File: src/rtl/cmd_queue_proc.sv
// ---------------------------------------------------------------------------
// cmd_queue_proc
// Queued command processor. Buffers up to DEPTH 16-bit commands from the UART
// wrapper and dispatches them one at a time to the calibrate / heading / move /
// solve engines. A watchdog bounds each dispatched command, and opcode 3'b111
// aborts immediately (flushes the queue and returns to IDLE).
//
// Ports
//   i_clk, i_rst        clock, synchronous active-high reset
//   i_cmd, i_cmd_rdy    command word (opcode = cmd[15:13]) and its valid level
//   o_clr_cmd_rdy       combinational accept strobe for i_cmd
//   o_send_resp, o_resp registered response strobe and response code
//   o_strt_cal, o_in_cal, i_cal_done          calibration engine handshake
//   o_strt_hdng, o_dsrd_hdng                  heading engine start + heading
//   o_strt_mv, o_stp_lft, o_stp_rght          move engine start + stop flags
//   i_mv_cmplt          heading/move finished
//   i_sol_cmplt         maze solve finished
//   o_cmd_md            1 = command mode, 0 = solver owns the drive
//   o_q_cnt, o_q_full   queue occupancy
// ---------------------------------------------------------------------------
module cmd_queue_proc #(
  parameter int DEPTH   = 4,
  parameter int HDNG_W  = 12,
  parameter int TMO_W   = 20,
  parameter int TIMEOUT = 1000000
) (
  input  logic                     i_clk,
  input  logic                     i_rst,
  input  logic [15:0]              i_cmd,
  input  logic                     i_cmd_rdy,
  output logic                     o_clr_cmd_rdy,
  output logic                     o_send_resp,
  output logic [7:0]               o_resp,
  output logic                     o_strt_cal,
  output logic                     o_in_cal,
  input  logic                     i_cal_done,
  output logic                     o_strt_hdng,
  output logic [HDNG_W-1:0]        o_dsrd_hdng,
  output logic                     o_strt_mv,
  output logic                     o_stp_lft,
  output logic                     o_stp_rght,
  input  logic                     i_mv_cmplt,
  input  logic                     i_sol_cmplt,
  output logic                     o_cmd_md,
  output logic [$clog2(DEPTH):0]   o_q_cnt,
  output logic                     o_q_full
);

  localparam int AW = $clog2(DEPTH);
  localparam int CW = AW + 1;
  localparam logic [CW-1:0]    FULL_CNT = CW'(DEPTH);
  localparam logic [TMO_W-1:0] WD_LAST  = TMO_W'(TIMEOUT - 1);

  localparam logic [2:0] OP_CAL   = 3'b000;
  localparam logic [2:0] OP_HDNG  = 3'b001;
  localparam logic [2:0] OP_MOVE  = 3'b010;
  localparam logic [2:0] OP_SOLVE = 3'b011;
  localparam logic [2:0] OP_ABORT = 3'b111;

  localparam logic [7:0] RESP_ACK   = 8'hA5;
  localparam logic [7:0] RESP_NAK   = 8'h5A;
  localparam logic [7:0] RESP_TMO   = 8'hE1;
  localparam logic [7:0] RESP_ABORT = 8'hAB;

  typedef enum logic [2:0] {S_IDLE, S_CAL, S_HDNG, S_MOVE, S_SOLVE} state_t;

  state_t              r_state;
  state_t              w_state_nxt;

  logic [15:0]         r_mem [DEPTH];
  logic [AW-1:0]       r_wptr;
  logic [AW-1:0]       r_rptr;
  logic [CW-1:0]       r_cnt;

  logic                r_send;
  logic [7:0]          r_resp;
  logic                r_strt_cal;
  logic                r_strt_hdng;
  logic                r_strt_mv;
  logic [HDNG_W-1:0]   r_hdng;
  logic                r_stp_lft;
  logic                r_stp_rght;
  logic [TMO_W-1:0]    r_wd;

  logic                w_abort;
  logic                w_full;
  logic                w_push;
  logic                w_pop;
  logic                w_done;
  logic [15:0]         w_head;
  logic                w_send_nxt;
  logic [7:0]          w_resp_nxt;
  logic                w_strt_cal_nxt;
  logic                w_strt_hdng_nxt;
  logic                w_strt_mv_nxt;
  logic [HDNG_W-1:0]   w_hdng_nxt;
  logic                w_stp_lft_nxt;
  logic                w_stp_rght_nxt;
  logic [TMO_W-1:0]    w_wd_nxt;
  logic                w_unused;

  // Abort is taken in any state and is never queued, so it is accepted even
  // when the queue is full.
  assign w_abort       = i_cmd_rdy && (i_cmd[15:13] == OP_ABORT);
  assign w_full        = (r_cnt == FULL_CNT);
  assign w_push        = i_cmd_rdy && !w_abort && !w_full;
  assign o_clr_cmd_rdy = i_cmd_rdy && (w_abort || !w_full);
  assign w_head        = r_mem[r_rptr];
  assign w_unused      = ^w_head;

  // ---- command FIFO ----
  always_ff @(posedge i_clk) begin
    if (w_push) r_mem[r_wptr] <= i_cmd;
  end

  always_ff @(posedge i_clk) begin
    if (i_rst || w_abort) begin
      r_wptr <= '0;
      r_rptr <= '0;
      r_cnt  <= '0;
    end else begin
      if (w_push) r_wptr <= r_wptr + 1'b1;
      if (w_pop)  r_rptr <= r_rptr + 1'b1;
      case ({w_push, w_pop})
        2'b10:   r_cnt <= r_cnt + 1'b1;
        2'b01:   r_cnt <= r_cnt - 1'b1;
        default: r_cnt <= r_cnt;
      endcase
    end
  end

  // ---- dispatch FSM: next state and next registered outputs ----
  always_comb begin
    w_state_nxt     = r_state;
    w_pop           = 1'b0;
    w_done          = 1'b0;
    w_send_nxt      = 1'b0;
    w_resp_nxt      = r_resp;
    w_strt_cal_nxt  = 1'b0;
    w_strt_hdng_nxt = 1'b0;
    w_strt_mv_nxt   = 1'b0;
    w_hdng_nxt      = r_hdng;
    w_stp_lft_nxt   = r_stp_lft;
    w_stp_rght_nxt  = r_stp_rght;
    w_wd_nxt        = r_wd;

    case (r_state)
      S_IDLE: begin
        if (r_cnt != '0) begin
          w_pop    = 1'b1;
          w_wd_nxt = '0;
          case (w_head[15:13])
            OP_CAL: begin
              w_strt_cal_nxt = 1'b1;
              w_state_nxt    = S_CAL;
            end
            OP_HDNG: begin
              w_hdng_nxt      = w_head[HDNG_W-1:0];
              w_strt_hdng_nxt = 1'b1;
              w_state_nxt     = S_HDNG;
            end
            OP_MOVE: begin
              w_stp_lft_nxt  = w_head[1];
              w_stp_rght_nxt = w_head[0];
              w_strt_mv_nxt  = 1'b1;
              w_state_nxt    = S_MOVE;
            end
            OP_SOLVE: w_state_nxt = S_SOLVE;
            default: begin
              w_send_nxt = 1'b1;
              w_resp_nxt = RESP_NAK;
            end
          endcase
        end
      end
      S_CAL:          w_done = i_cal_done;
      S_HDNG, S_MOVE: w_done = i_mv_cmplt;
      S_SOLVE:        w_done = i_sol_cmplt;
      default:        w_done = 1'b0;
    endcase

    // Completion beats an expiring watchdog in the same cycle.
    if (r_state != S_IDLE) begin
      if (w_done) begin
        w_send_nxt  = 1'b1;
        w_resp_nxt  = RESP_ACK;
        w_state_nxt = S_IDLE;
      end else if (r_wd == WD_LAST) begin
        w_send_nxt  = 1'b1;
        w_resp_nxt  = RESP_TMO;
        w_state_nxt = S_IDLE;
      end else begin
        w_wd_nxt = r_wd + 1'b1;
      end
    end

    // Abort overrides everything decided above.
    if (w_abort) begin
      w_state_nxt     = S_IDLE;
      w_pop           = 1'b0;
      w_send_nxt      = 1'b1;
      w_resp_nxt      = RESP_ABORT;
      w_strt_cal_nxt  = 1'b0;
      w_strt_hdng_nxt = 1'b0;
      w_strt_mv_nxt   = 1'b0;
      w_wd_nxt        = '0;
    end
  end

  // ---- state and output registers ----
  always_ff @(posedge i_clk) begin
    if (i_rst) begin
      r_state     <= S_IDLE;
      r_send      <= 1'b0;
      r_resp      <= '0;
      r_strt_cal  <= 1'b0;
      r_strt_hdng <= 1'b0;
      r_strt_mv   <= 1'b0;
      r_hdng      <= '0;
      r_stp_lft   <= 1'b0;
      r_stp_rght  <= 1'b0;
      r_wd        <= '0;
    end else begin
      r_state     <= w_state_nxt;
      r_send      <= w_send_nxt;
      r_resp      <= w_resp_nxt;
      r_strt_cal  <= w_strt_cal_nxt;
      r_strt_hdng <= w_strt_hdng_nxt;
      r_strt_mv   <= w_strt_mv_nxt;
      r_hdng      <= w_hdng_nxt;
      r_stp_lft   <= w_stp_lft_nxt;
      r_stp_rght  <= w_stp_rght_nxt;
      r_wd        <= w_wd_nxt;
    end
  end

  assign o_send_resp = r_send;
  assign o_resp      = r_resp;
  assign o_strt_cal  = r_strt_cal;
  assign o_strt_hdng = r_strt_hdng;
  assign o_strt_mv   = r_strt_mv;
  assign o_dsrd_hdng = r_hdng;
  assign o_stp_lft   = r_stp_lft;
  assign o_stp_rght  = r_stp_rght;
  assign o_in_cal    = (r_state == S_CAL);
  assign o_cmd_md    = (r_state != S_SOLVE);
  assign o_q_cnt     = r_cnt;
  assign o_q_full    = w_full;

endmodule

File: config.mk
export PLATFORM = sky130hd
export DESIGN_NAME = cmd_queue_proc
export DESIGN_NICKNAME = d
export VERILOG_FILES = /design/src/rtl/cmd_queue_proc.sv
export SDC_FILE = /design/constraint.sdc
export NUM_CORES = 1
export LEC_CHECK = 0
export CORE_ASPECT_RATIO = 1.1
export CORE_MARGIN = 4
export CORE_UTILIZATION = 42
export DETAILED_ROUTE_END_ITERATION = 8
export PLACE_DENSITY = 0.63
export SLEW_MARGIN = 10
export SYNTH_ARGS = -nofsm -noshare
export SYNTH_HDL_FRONTEND = slang
export SYNTH_SLANG_ARGS = --single-unit
File: constraint.sdc
create_clock -name i_clk -period 2.2 [get_ports i_clk]
set_clock_uncertainty 0.2 [all_clocks]
set_input_delay 0.44 -clock i_clk [delete_from_list [all_inputs] [get_ports i_clk]]
set_output_delay 0.44 -clock i_clk [all_outputs]
set_load 0.01 [all_outputs]
### Word level (Yosys, flattened, before mapping)

Memory sizes are Yosys's and may differ from the RTL's. A register that Yosys moved wholly into a read port is not among the register bits.
Cells that the tools add are included.

* input bits: 22
* register bits: 56
* memories kept: 1
* RAM bits: 64
* word-level logic and storage cells: 91
* output and inout bits: 33

* mux-type cells: 37
* $add $sub $neg: 5
* reductions and logical operators: 19
* equal/unequal tests: 13
* bitwise operators: 2

Memory list
* r_mem: words 4, width 16, rd ports 1, clocked after Yosys merged registers in 1, wr ports 1, line 70 `logic [15:0] r_mem [DEPTH];`

Operators by type and width (number)
* 2-to-1 mux 20 bit: 5
* 2-to-1 mux 8 bit: 7
* adder 20 x 1 -> 20 bit (second input constant): 1
* equality test 20 bit (second input constant): 1
* 2-to-1 mux 1 bit: 15
* 2-to-1 mux 3 bit: 5
* equality test 3 x 2 -> 1 bit (second input constant): 4
* case mux 3 bit (4 select lines): 1
* equality test 3 bit (second input constant): 3
* OR reduction 4 bit: 2
* equality test 3 x 1 -> 1 bit (second input constant): 2
* logical NOT 3 bit: 2
* case mux 3 bit (2 select lines): 1
* AND reduction 3 bit: 2
* nonzero test 3 bit: 2
* adder 2 x 1 -> 2 bit (second input constant): 2
* logical AND 1 bit: 4
* 2-to-1 mux 2 bit: 2
* OR reduction 2 bit: 2
* adder 3 x 1 -> 3 bit (second input constant): 1
* inequality test 3 bit (second input constant): 1
* case mux 1 bit (3 select lines): 1
* subtractor 3 x 1 -> 3 bit (second input constant): 1
* equality test 2 x 1 -> 1 bit (second input constant): 1
* 5 further kinds: 8

### Logic depth before layout (Yosys ltp)

* depth in word-level cells: 9
* mapped depth: 11
* depth with buffers taken out: 10

### Worst setup path before layout

No wires, ideal clock.

* path kind: reg2reg
* start point: register r_state[2]
* end point: register r_cnt[2], in the netlist o_q_cnt[2]
* required time: 1929 ps
* setup slack: -218 ps
* stages on the path, launching flop included: 11
* buffers on the path: 1
* data arrival time: 2148 ps
* library setup time: 71 ps
* period minus slack after synthesis: 2418 ps
* cells stage by stage: dfxtp_1 buf_2 nor3_1 nand2b_1 nor2_1 ha_1 inv_1 fa_1 xor2_1 or3_1 a21oi_1

* word-level cells in the longest chain between the ends: 5
* elaborated cells on any way between the ends: 7
* those cells by class: eq/ne (2); mux (3); reduce/logical (2)

RTL lines
* from (decl): line 67 `state_t r_state;`
* from (signal assigned): line 224 `r_state <= w_state_nxt;`
* logical NOT 3 bit *: line 147 `case (r_state)`
* 2-to-1 mux 1 bit *: line 147
* 2-to-1 mux 1 bit *: line 198 `if (w_abort) begin`
* via w_pop: line 88 `logic w_pop;`
* equality test 2 x 1 -> 1 bit / equality test 2 bit (equally long branches): line 124 `case ({w_push, w_pop})`
* case mux 3 bit (2 select lines) / nonzero test 2 bit (equally long branches)
* to (signal assigned): line 125 `2'b10: r_cnt <= r_cnt + 1'b1;`
* to (signal assigned): line 126 `2'b01: r_cnt <= r_cnt - 1'b1;`
* to (signal assigned): line 127 `default: r_cnt <= r_cnt;`
* to (decl): line 73 `logic [CW-1:0] r_cnt;`

Mark *: on every way through the listed nets, which the timed path passes. The rest lies on a longest branch.
A chain may end at the register's enable or synchronous reset.

### Worst setup path after layout

* start point: register r_state[1]
* end point: register r_cnt[2], in the netlist o_q_cnt[2]

The elaborated chain is that of the path after synthesis.

==> impl_metrics.py <==
metrics = {
    "setup_path": {
        "criticalPathCategory": "reg2reg",
        "worstPathArrival_ps": 2390,
        "rr_endpoint": "o_q_cnt[2]",
        "ff2ff_path_depth": 9,
        "path_max_fanout": 4,
        "r2r-start": "r_state[1]",
        "required_ps": 2340,
        "regToRegSetupSlack_ps": -50,
        "start_kind": "flop",
        "cp-end-kind": "flop",
    },
    "sta": {
        "grt_setup_unrepaired": "yes",
        "clock.fmax_ghz": 0.445,
        "slew_violations": 0,
        "post-route-period-util": 1.02,
        "setup-violations-final": 1,
        "slew_headroom": 0.615,
        "fin_crit_ps": 2250,
        "whs_ps": 291,
        "finalHoldViolCount": 0,
        "worstMarginPinSlew_ps": 572,
        "worst_slack_ps": -47.3,
    },
    "synth": {
        "yosysTopAreaCellShare": 0.371,
        "yosys_warnings": 0,
        "avgSynthCellArea_sq_um": 12.5,
        "syn_nets": 418,
        "yosysSeqAreaShare": 0.610,
        "synth_cell_type_count": 55,
        "yosysTopAreaCell": "edfxtp_1",
        "syn-cell-area_sq_um": 4860,
        "synth_ff_type": "edfxtp_1",
        "synth_edf_count": 60,
        "synth_seq_cells": 118,
        "synthCells": 389,
        "synth-async-reset-ratio": 0,
        "ys_top_cells_by_area": "edfxtp_1, dfxtp_1, mux4_2",
    },
    "routing": {
        "ant_nets": 0,
        "firstDrtPassIters": 5,
        "drt-initial-drc-count": 193,
        "drc_errors": 0,
        "vias": 3549,
        "drt-total-wl_um": 11200,
        "wl_per_cell_um": 16.4,
        "vias_per_cell": 5.20,
    },
    "die": {
        "io_pins": 55,
        "dieArea_sq_um": 13400,
        "initial_core_util": 0.437,
        "core_area_sq_um": 11100,
        "die_y_um": 121,
        "die_w_um": 111,
        "rows": 40,
    },
    "pwr": {
        "ir_worst_vdd_uv": 716,
        "p_int_uw": 5570,
        "switching_share": 0.280,
        "switchingPower_uw": 2170,
        "power.leakage_uw": 0.00243,
        "power_frac_clock": 0.349,
        "p_comb_frac": 0.291,
        "power_density_nw_per_um2": 1140,
        "seqPwrFrac": 0.359,
    },
    "global_routing": {
        "track_usage": 0.177,
        "grt_pass1_vias": 3755,
        "grt_pass1_wl_um": 18400,
        "antenna_found_initial": 0,
        "grt_max_degree": 21,
        "grt-ovfl-total": 0,
    },
    "worst_hold_path": {
        "hold_path_end": "r_mem[0][15]",
        "hp-start": "i_cmd[15]",
        "hold_depth": 2,
        "hp-class": "in2reg",
    },
    "final_layout": {
        "antenna_cells": 0,
        "areaGrowthSynthToFinish_pct": 40.1,
        "layout-drive-gt1-share": 0.291,
        "final_nets": 552,
    },
    "clock_network": {
        "clock-sinks": 118,
        "clk_path_buf_depth": 2,
        "postCtsHoldBufs": 0,
        "cts_tree": "done",
        "clk-insertion-delay-late_ps": 410,
        "cts_root_buffer": "clkbuf_16",
        "clk_pin_slew_ps": 50,
        "cts_max_level": 4,
        "cts_made_buffers": 17,
    },
    "place": {
        "io_buffers": 53,
        "gp_congestion": 0.824,
        "dp_hpwl_um": 7690,
        "pre_cts_ws_ps": -531,
    },
    "status": {
        "violations": "setup timing",
        "status": "finished with violations",
    },
    "flow_run": {
        "drv_cap": 0,
    },
}
-- cell type report --
| cell class | instances | area, sq um |
|---|---|---|
| clock buffer | 23 | 448 |
| clock inverter | 9 | 129 |
| fill | 883 | 4300 |
| inverter | 20 | 75.1 |
| multi-input combinational | 235 | 1830 |
| sequential | 118 | 2980 |
| tap | 147 | 184 |
| timing repair buffer | 131 | 1170 |
-- timing repair --
action | CTS | global route
pin swaps | 1 | 8
setup endpoints to repair | 20 | 30
setup buffers | 2 | 5
resized for setup | 23 | 10
-- how the worst max path moves through the flow --
stage | endpoint | slack, ps | start | depth (start not counted)
final | o_q_cnt[2] | -50 | r_state[1] | 9
after global routing | o_q_cnt[2] | -110 | r_state[1] | 9
after CTS | o_q_cnt[2] | -30 | r_state[0] | 9
after detailed placement | o_q_cnt[2] | -530 | i_cmd[13] | 10
after global placement | o_q_cnt[2] | -470 | i_cmd[13] | 10
after floorplan | o_q_cnt[2] | -70 | r_state[2] | 10
-- power by group through the flow --
stage / registers, uW / clock network (uW) / logic (uW)
finish: 2780 / 2710 / 2260
global route: 2810 / 2860 / 2480
CTS: 2780 / 2750 / 2180
detailed placement: 2820 / 0 / 2140
global placement: 2810 / 0 / 2100
floorplan: 2830 / 0 / 1060
-- cells by family after synthesis --
logic type               after synthesis  synth area share
AO/OA/AOI/OAI                         53            0.0718
buffers and inverters                 36            0.0337
flip-flops                           118             0.610
adder cells (fa/ha/maj)                7            0.0196
XOR/XNOR                               8            0.0144
AND/OR/NAND/NOR                      137             0.150
multiplexers                          30             0.100
-- synthesized netlist by cell type (2+ instances only) --
library cell / n
mux4_2: 15
a2111oi_0: 2
buf_6: 3
nand2b_1: 3
xnor2_1: 5
ha_1: 6
o211ai_1: 4
a221oi_1: 2
dfxtp_1: 58
nand2_1: 30
and3_1: 2
buf_1: 2
nor4_1: 4
or4_1: 7
and2_1: 5
o221ai_1: 6
a21oi_1: 15
clkbuf_1: 8
o31ai_1: 6
nor3b_1: 2
xor2_1: 3
nor2_1: 40
or3_1: 5
nand4b_1: 5
mux2i_1: 15
a31oi_1: 5
edfxtp_1: 60
nand3_1: 5
nor3_1: 5
nand4_1: 11
o21ai_0: 7
inv_1: 20
-- worst max-delay path, cell delays in order, from the launching register on --
cell and delay [ps]:
dfxtp_4 360, nor3_4 200, nand2b_1 120, nor2_2 150, ha_2 200, inv_2 40
fa_2 320, xor2_1 150, or3_1 310, a21oi_1 120
-- registers in the layout, indices dropped and copies added (netlist names), named ones only --
register	count
o_dsrd_hdng	12
o_q_cnt	3
o_resp	8
o_send_resp	1
o_stp_lft	1
o_stp_rght	1
o_strt_cal	1
o_strt_hdng	1
o_strt_mv	1
r_mem	60
r_rptr	2
r_state	3
r_wd	20
r_wptr	2
-- routing by layer --
| layer | part of all wire | vias up | GRT usage |
|---|---|---|---|
| li1 | - | 1725 | - |
| met1 | 0.42 | 1717 | 0.210 |
| met2 | 0.51 | 86 | 0.296 |
| met3 | 0.055 | 21 | 0.0636 |
| met4 | 0.019 | 0 | 0.0701 |
| met5 | 0 | - | 0 |
-- layout by cell type (no fill, tap or decap), types with 3 or more instances in the layout --
master,netlist,final
a21oi_1,15,12
a21oi_2,0,3
a31oi_1,5,5
and2_1,5,4
buf_12,0,5
buf_4,1,73
bufinv_16,0,3
clkbuf_1,8,6
clkbuf_16,0,17
clkdlybuf4s50_1,0,46
dfxtp_1,58,49
dfxtp_2,0,8
dlygate4sd2_1,0,6
edfxtp_1,60,60
ha_1,6,4
inv_1,20,18
mux2i_1,15,15
mux4_2,15,15
nand2_1,30,29
nand2b_1,3,3
nand3_1,5,4
nand4_1,11,11
nand4b_1,5,5
nor2_1,40,39
nor3_1,5,3
nor4_1,4,3
o211ai_1,4,4
o21ai_0,7,6
o221ai_1,6,6
o31ai_1,6,6
or3_1,5,5
or4_1,7,6
xnor2_1,5,5
xor2_1,3,3
-- stage by stage --
step,std cells,power [uW],instance area [sq um],setup TNS (ps),utilization
floorplan,389,3890,4900,-687,-
global placement,644,4910,6120,-4650,0.551
detailed placement,644,4960,6120,-6320,0.551
CTS,678,7720,6740,-28.3,0.606
global route,683,8150,6810,-510,0.613
finish,683,7740,6810,-47.3,0.613
Power figures use the tool's default switching activity.
